`config.mk`:
```
export PLATFORM = sky130hd
export DESIGN_NAME = sobol_rng_lsz
export DESIGN_NICKNAME = d
export VERILOG_FILES = /design/src/rtl/sobol_rng_lsz_pkg.sv /design/src/rtl/sobol_rng_lsz_lsz_idx.sv /design/src/rtl/sobol_rng_lsz.sv
export SDC_FILE = /design/constraint.sdc
export NUM_CORES = 1
export LEC_CHECK = 0
export CAP_MARGIN = 20
export CORE_MARGIN = 2
export CORE_UTILIZATION = 41
export DETAILED_ROUTE_END_ITERATION = 6
export MAX_ROUTING_LAYER = met4
export PLACE_DENSITY = 0.71
export SETUP_SLACK_MARGIN = 0.05
export SYNTH_ARGS = -nofsm -noshare
export SYNTH_HDL_FRONTEND = slang
export SYNTH_SLANG_ARGS = --single-unit
```
`constraint.sdc`:
```
create_clock -name iClk -period 3.35 [get_ports iClk]
set_clock_uncertainty 0.2 [all_clocks]
set_input_delay 0.335 -clock iClk [delete_from_list [all_inputs] [get_ports iClk]]
set_output_delay 0.335 -clock iClk [all_outputs]
set_load 0.02 [all_outputs]
```
`src/rtl/sobol_rng_lsz_pkg.sv`:
```
// Shared helpers for the Sobol generator: index-width sizing, direction-vector slicing,
// and the default van der Corput direction-vector set.
package sobol_rng_lsz_pkg;

   // Width of an index into BW positions; never narrower than one bit.
   function automatic int log2w(input int bw);
      return (bw > 1) ? $clog2(bw) : 1;
   endfunction

   // Bit offset of direction vector k of channel ch inside the packed iDirVec bus.
   function automatic int dir_base(input int ch, input int k, input int bw);
      return (ch * bw + k) * bw;
   endfunction

   localparam int VDC_BITWIDTH = 4;

   function automatic logic [VDC_BITWIDTH*VDC_BITWIDTH-1:0] vdc_vec();
      logic [VDC_BITWIDTH*VDC_BITWIDTH-1:0] v;
      v = '0;
      for (int k = 0; k < VDC_BITWIDTH; k++)
         v[k*VDC_BITWIDTH +: VDC_BITWIDTH] = VDC_BITWIDTH'(1 << (VDC_BITWIDTH - 1 - k));
      return v;
   endfunction

   localparam logic [VDC_BITWIDTH*VDC_BITWIDTH-1:0] VDC_DIRVEC = vdc_vec();

endpackage

```
`src/rtl/sobol_rng_lsz_lsz_idx.sv`:
```
// Least-significant-zero locator: one-hot of the lowest 0 bit, its binary index,
// and a found flag that drops when the input is all ones.
module lsz_idx
   import sobol_rng_lsz_pkg::*;
#(
   parameter int BITWIDTH    = 4,
   parameter int LOGBITWIDTH = log2w(BITWIDTH)
) (
   input  logic [BITWIDTH-1:0]    iVal,
   output logic [BITWIDTH-1:0]    oOneHot,
   output logic [LOGBITWIDTH-1:0] oIdx,
   output logic                   oFound
);

   always_comb begin
      logic seen;
      seen    = 1'b0;
      oOneHot = '0;
      oIdx    = '0;
      // seen is a thermometer: set from the first zero bit upward
      for (int i = 0; i < BITWIDTH; i++) begin
         oOneHot[i] = ~iVal[i] & ~seen;
         seen       = seen | ~iVal[i];
      end
      for (int i = 0; i < BITWIDTH; i++)
         if (oOneHot[i]) oIdx = oIdx | LOGBITWIDTH'(i);
      oFound = seen;
   end

endmodule

```
`src/rtl/sobol_rng_lsz.sv`:
```
// Multi-channel Sobol low-discrepancy generator: one shared step counter, LSZ-indexed
// direction vectors XORed into each channel's running state, registered samples.
module sobol_rng_lsz
   import sobol_rng_lsz_pkg::*;
#(
   parameter int BITWIDTH    = 4,
   parameter int CHANNELS    = 2,
   parameter int LOGBITWIDTH = log2w(BITWIDTH)
) (
   input  logic                                  iClk,
   input  logic                                  iRst,
   input  logic                                  iClr,
   input  logic                                  iEn,
   input  logic [CHANNELS*BITWIDTH*BITWIDTH-1:0] iDirVec,
   output logic [CHANNELS*BITWIDTH-1:0]          oRand,
   output logic                                  oValid,
   output logic                                  oWrap
);

   logic [BITWIDTH-1:0]    cnt_q, cnt_d;
   logic                   valid_q, valid_d;
   logic                   wrap_q, wrap_d;
   logic [BITWIDTH-1:0]    onehot;
   logic [LOGBITWIDTH-1:0] idx;
   logic                   found;
   logic                   unused_onehot;

   lsz_idx #(
      .BITWIDTH    (BITWIDTH),
      .LOGBITWIDTH (LOGBITWIDTH)
   ) u_lsz (
      .iVal    (cnt_q),
      .oOneHot (onehot),
      .oIdx    (idx),
      .oFound  (found)
   );

   assign unused_onehot = ^onehot;

   // An all-ones counter is the last point of the period: restart at zero.
   always_comb begin
      cnt_d   = cnt_q;
      valid_d = 1'b0;
      wrap_d  = 1'b0;
      if (iEn) begin
         cnt_d   = found ? cnt_q + 1'b1 : '0;
         valid_d = 1'b1;
         wrap_d  = ~found;
      end
   end

   always_ff @(posedge iClk) begin
      if (iRst || iClr) begin
         cnt_q   <= '0;
         valid_q <= 1'b0;
         wrap_q  <= 1'b0;
      end else begin
         cnt_q   <= cnt_d;
         valid_q <= valid_d;
         wrap_q  <= wrap_d;
      end
   end

   assign oValid = valid_q;
   assign oWrap  = wrap_q;

   for (genvar c = 0; c < CHANNELS; c++) begin : g_ch
      logic [BITWIDTH-1:0] state_q, state_d;
      logic [BITWIDTH-1:0] rand_q, rand_d;
      logic [BITWIDTH-1:0] dir;

      assign dir = iDirVec[dir_base(c, int'(idx), BITWIDTH) +: BITWIDTH];

      always_comb begin
         state_d = state_q;
         rand_d  = rand_q;
         if (iEn) begin
            rand_d  = state_q;
            state_d = found ? (state_q ^ dir) : '0;
         end
      end

      // Clear restarts the sequence but leaves the last sample on the output.
      always_ff @(posedge iClk) begin
         if (iRst) begin
            state_q <= '0;
            rand_q  <= '0;
         end else if (iClr) begin
            state_q <= '0;
         end else begin
            state_q <= state_d;
            rand_q  <= rand_d;
         end
      end

      assign oRand[c*BITWIDTH +: BITWIDTH] = rand_q;
   end

endmodule

```
# ---- After elaboration in Yosys (flattened, before gate mapping)
# Cells that the tools add are included.
dict set report word_totals {
  n_memories 0
  register_bits 22
  elab_cells 39
  rom_bits 0
  mem_bits_rw 0
  latch_bits 0
  input_bits 36
}
dict set report classes {
  n_bitwise 17
  reduce_logical 4
  n_mux 7
  n_eq_ne 0
  addsub 2
  n_div 0
  mul 0
  magnitude_cmp 0
  shifts 2
}
# op count
set ops {}
lappend ops {{32-bit by 5-bit variable part select with 4-bit output} 1}
lappend ops {{32-bit by 7-bit variable part select with 4-bit output} 1}
lappend ops {{4-bit 2-to-1 mux} 3}
lappend ops {{1-bit inverter} 9}
lappend ops {{4-bit bitwise XOR} 2}
lappend ops {{3-bit by 2-bit adder with 4-bit output (first input constant)} 1}
lappend ops {{4-bit by 1-bit adder with 4-bit output (second input constant)} 1}
lappend ops {{2-bit 2-to-1 mux} 2}
lappend ops {{2-bit OR reduction} 2}
lappend ops {{1-bit bitwise AND} 3}
lappend ops {{1-bit OR} 3}
lappend ops {{1-bit 2-to-1 mux} 2}
lappend ops {{2-bit AND reduction} 1}
lappend ops {{1-bit logical OR} 1}

# ---- Logic depth before layout (Yosys ltp)
dict set report depth {
  depth_word 10
  mapped_depth 8
  depth_no_buf 6
}

# ---- Hierarchy
# Synthesis repeated with hierarchy kept, for this count alone.
dict set report unflattened {
  hier_cells 122
  area_unflattened_um2 1098.6
}
# mod area_each_um2 seq_area_each_um2 cells_per_inst instances
set modules_own_cells {}
lappend modules_own_cells {sobol_rng_lsz 1046.0 440.4 113 1}
lappend modules_own_cells {lsz_idx 52.6 0.0 9 1}

# ---- Worst setup path before layout
# Ideal clock, no wire load.
dict set report synth_timing {
  path_type {reg-to-reg}
  start {register cnt_q[0]}
  end {register g_ch[0].state_q[1]}
  setup_slack_ns 1.424
  stages_incl_launch_ff 9
  setup_ns 0.067
  arrival_time_ns 1.659
  t_required_ns 3.083
  synth_period_minus_slack_ns 1.926
  cell_sequence {dfxtp_1 -> ha_1 -> ha_1 -> buf_4 -> nor2b_1 -> buf_8 -> nand3_1 -> a311o_1 -> o21ai_2}
}
dict set report synth_between {
  elab_chain_cells 9
}
# element line
set synth_lines {}
lappend synth_lines {{start, declared} sobol_rng_lsz.sv:20} ;# logic [BITWIDTH-1:0] cnt_q, cnt_d;
lappend synth_lines {{start signal, assigned} sobol_rng_lsz.sv:58} ;# cnt_q <= cnt_d;
lappend synth_lines {{1-bit inverter} sobol_rng_lsz_lsz_idx.sv:23} ;# seen = seen | ~iVal[i];
lappend synth_lines {{1-bit OR} sobol_rng_lsz_lsz_idx.sv:23}
lappend synth_lines {{1-bit OR / 1-bit inverter (equally long branches)} {sobol_rng_lsz_lsz_idx.sv:23, sobol_rng_lsz_lsz_idx.sv:22}}
lappend synth_lines {{1-bit inverter / 1-bit bitwise AND (equally long branches)} sobol_rng_lsz_lsz_idx.sv:22} ;# oOneHot[i] = ~iVal[i] & ~seen;
lappend synth_lines {{1-bit bitwise AND / 2-bit 2-to-1 mux (equally long branches)} {sobol_rng_lsz_lsz_idx.sv:22, sobol_rng_lsz_lsz_idx.sv:26}}
lappend synth_lines {{2-bit 2-to-1 mux} sobol_rng_lsz_lsz_idx.sv:26} ;# if (oOneHot[i]) oIdx = oIdx | LOGBITWIDTH'(i);
lappend synth_lines {{32-bit by 5-bit variable part select with 4-bit output} sobol_rng_lsz.sv:72} ;# assign dir = iDirVec[dir_base(c, int'(idx), BITWIDTH) +: BITWIDTH];
lappend synth_lines {{4-bit bitwise XOR} sobol_rng_lsz.sv:79} ;# state_d = found ? (state_q ^ dir) : '0;
lappend synth_lines {{4-bit 2-to-1 mux (*)} sobol_rng_lsz.sv:79}
lappend synth_lines {{end signal, assigned} sobol_rng_lsz.sv:91} ;# state_q <= state_d;
lappend synth_lines {{end, declared} sobol_rng_lsz.sv:68} ;# logic [BITWIDTH-1:0] state_q, state_d;
# Mark *: on every way between the ends. The rest lies on a longest branch, timed or not.
# A chain may end at the register's enable or synchronous reset.

# ---- Worst setup path in the final report
# Ends and elaborated chain as after synthesis.

==> impl_metrics.tcl <==
set metrics [dict create \
    critPathRequiredTime_ps 3400 \
    htreeDepth 1 \
    overflow 0 \
    hold_ws_ps 262 \
    m1WireLength_um 1380 \
    final_area_mm2 0.00177 \
    min-delay-start "g_ch[0].rand_q[2]" \
    slew_viol_final 0 \
    setup_violations 0 \
    drive_gt1_frac 0.115 \
    die_area_mm2 0.00367 \
    highest_layer "met4" \
    met2_length_um 1720 \
    cts_setup_buffers 0 \
    cts_buffer_depth 2 \
    area.sequential_um2 440 \
    drt-total-wl_um 3310 \
    synthArstFlopShare 0 \
    crit_path_start_kind "flip-flop" \
    cts_resized 0 \
    syn_inst 154 \
    period_needed_ps 2500 \
    fill_cells 288 \
    yosys-top-cells-area "dfxtp_1, nand2_1, mux2_2, a311o_1, nand3_2" \
    multi_input_area_um2 771 \
    syn_area_mm2 0.00131 \
    p_clk_frac 0.283 \
    place_congestion 0.922 \
    power_density_mw_per_mm2 296 \
    grt_pass1_wl_um 5400 \
    drt_iter0_markers 42 \
    ys_seq_elements 22 \
    dieWidth_um 60.6 \
    path_class "reg -> reg" \
    n_antenna_cell 0 \
    worst_pin_slew_ps 759 \
    cts_sinks 22 \
    cp-end-kind "flip-flop" \
    wl_met3_um 163 \
    r2r-end "g_ch[0].state_q[1]" \
    io_pins 46 \
    port_buffers 45 \
    path_max_fanout 10 \
    grt_max_degree 17 \
    cts_tree "built" \
    yosys.area.top_type "dfxtp_1" \
    first_global_vias 1255 \
    hold_end "g_ch[0].rand_q[2]" \
    synth_top_area_frac 0.335 \
    dpl-instance-area_mm2 0.00173 \
    die_h_um 60.6 \
    nets 232 \
    power_leakage_nw 0.619 \
    power_switching_mw 0.128 \
    comb_power_share 0.195 \
    slew_headroom 0.493 \
    synth_seq_area_share 0.335 \
    areaGrowthSynthToFinish_pct 34.6 \
    finalPower_mw 0.523 \
    rsz0062_at_grt "false" \
    synth_edf_count 0 \
    hold_class "reg -> reg" \
    firstDrtPassIters 4 \
    max_freq_mhz 399 \
    cts_hold_buffers 0 \
    initial_utilization 0.430 \
    status "finished clean" \
    drc 0 \
    r2r-start "cnt_q[0]" \
    antenna_found_initial 0 \
    path_clk_slew_ps 130 \
    avgSynthCellArea_um2 8.53 \
    ant_nets 0 \
    ys_warn_count 0 \
    cp.arrival_ps 2550 \
    reg2regPathDepth 6 \
    maxCapViolations 0 \
    fin_crit_sh 0.747 \
    clkLatencyLatePin_ps 300 \
    hold_depth 2 \
    synth_flop_cell "dfxtp_1" \
    syn-num-nets 194 \
    synthDistinctLibCells 28 \
    wire_per_inst_um 14.1 \
    ff2ff_setup_slack_ps 850 \
    numCtsBuffers 3 \
    via_count 1279 \
    cts_root_buf "clkbuf_4" \
    switching_share 0.245 \
    fp-row-count 20 \
    fin_tns_setup_ps 0 \
    coreArea_mm2 0.00305 \
    pwr-share-seq 0.522 \
    hold_viol_final 0 \
    hpwlAfterDp_um 2660 \
    vias_per_cell 5.44 \
    p_int_mw 0.395 \
    ir_drop_uv 291 \
    track_usage 0.200 \
]
==> power by group through the flow <==
stage	clock, mW	sequential [mW]	combinational [mW]
after global placement	0	0.279	0.0998
after global routing	0.163	0.274	0.110
final	0.148	0.273	0.102
after detailed placement	0	0.279	0.102
after floorplan	0	0.280	0.0467
after CTS	0.152	0.273	0.103
==> cells in the mapped netlist, types with 4 or more instances <==
cell and number:
dfxtp_1 22, a311o_1 8, nand2_1 25, mux2_2 8, o211ai_1 8, nor3_1 4
a21oi_1 11, o21ai_1 6, clkbuf_1 4, nand3_2 6, nand3_1 11, ha_1 4
nand4_1 9
==> stage by stage <==
step / util / cells / setup slack [ps]
CTS: 0.579 / 235 / 846
detailed placement: 0.567 / 231 / 747
global route: 0.579 / 235 / 747
floorplan: - / 154 / 1420
finish: 0.579 / 235 / 847
global placement: 0.567 / 231 / 817
==> cell usage in the layout, fill, tap and decap left out <==
| cell type | n |
|---|---|
| clkdlybuf4s50_1 | 45 |
| nand2_1 | 25 |
| dfxtp_1 | 22 |
| a21oi_1 | 11 |
| nand3_1 | 11 |
| nand4_1 | 9 |
| o211ai_1 | 8 |
| mux2_2 | 8 |
| a311o_1 | 8 |
| nand3_2 | 6 |
| o21ai_1 | 6 |
| nor3_1 | 4 |
| ha_1 | 4 |
| nor2b_1 | 3 |
| mux2i_1 | 3 |
| nor2_1 | 3 |
| clkbuf_4 | 3 |
| inv_1 | 2 |
| nand2b_1 | 2 |
| and2_1 | 2 |
| o21ai_2 | 2 |
| and2b_2 | 1 |
| xor2_1 | 1 |
| clkbuf_8 | 1 |
| buf_4 | 1 |
==> registers in the layout, indices dropped and copies added, names as in the netlist <==
name / count
cnt_q: 4
g_ch.rand_q: 8
g_ch.state_q: 8
oValid: 1
oWrap: 1
==> worst max-delay path, stage by stage (launching register included) <==
cell     delay, ps
dfxtp_1        370
ha_1           230
ha_1           320
nor2b_1        650
nand3_1        210
a311o_1        410
o21ai_2         60
==> layer usage <==
| layer | GRT usage | up-vias |
|---|---|---|
| li1 | - | 634 |
| met2 | 0.363 | 34 |
| met3 | 0.0405 | 6 |
| met4 | 0.0466 | 0 |
| met1 | 0.225 | 605 |
| met5 | - | - |
==> worst max path at each step <==
stage	start	end	slack (ps)	cells past startpoint
6_report	cnt_q[0]	g_ch[0].state_q[1]	850	6
5_1_grt	cnt_q[0]	g_ch[0].state_q[1]	750	6
4_1_cts	cnt_q[0]	g_ch[0].state_q[1]	850	6
3_5_place_dp	iEn	g_ch[0].state_q[1]	750	5
3_3_place_gp	iEn	g_ch[0].state_q[2]	820	5
2_1_floorplan	cnt_q[0]	g_ch[0].state_q[1]	1420	8
==> cells by family after synthesis <==
logic type,Yosys count,synth area share
xor gates and xnor gates,1,0.00667
DFF,22,0.335
and+or+nand+nor,66,0.266
buffers and inverters,15,0.0781
AOI/OAI and AO/OA,35,0.185
adders and majority gates,4,0.0381
muxes,11,0.0914
==> cell type report <==
class,instances,area share
clock buffer,4,0.0205
inverter,2,0.00425
multi-input combinational,117,0.436
sequential,22,0.249
tap,44,0.0311
timing repair buffer,46,0.259
Note: power is estimated with default switching activity, not from simulation.
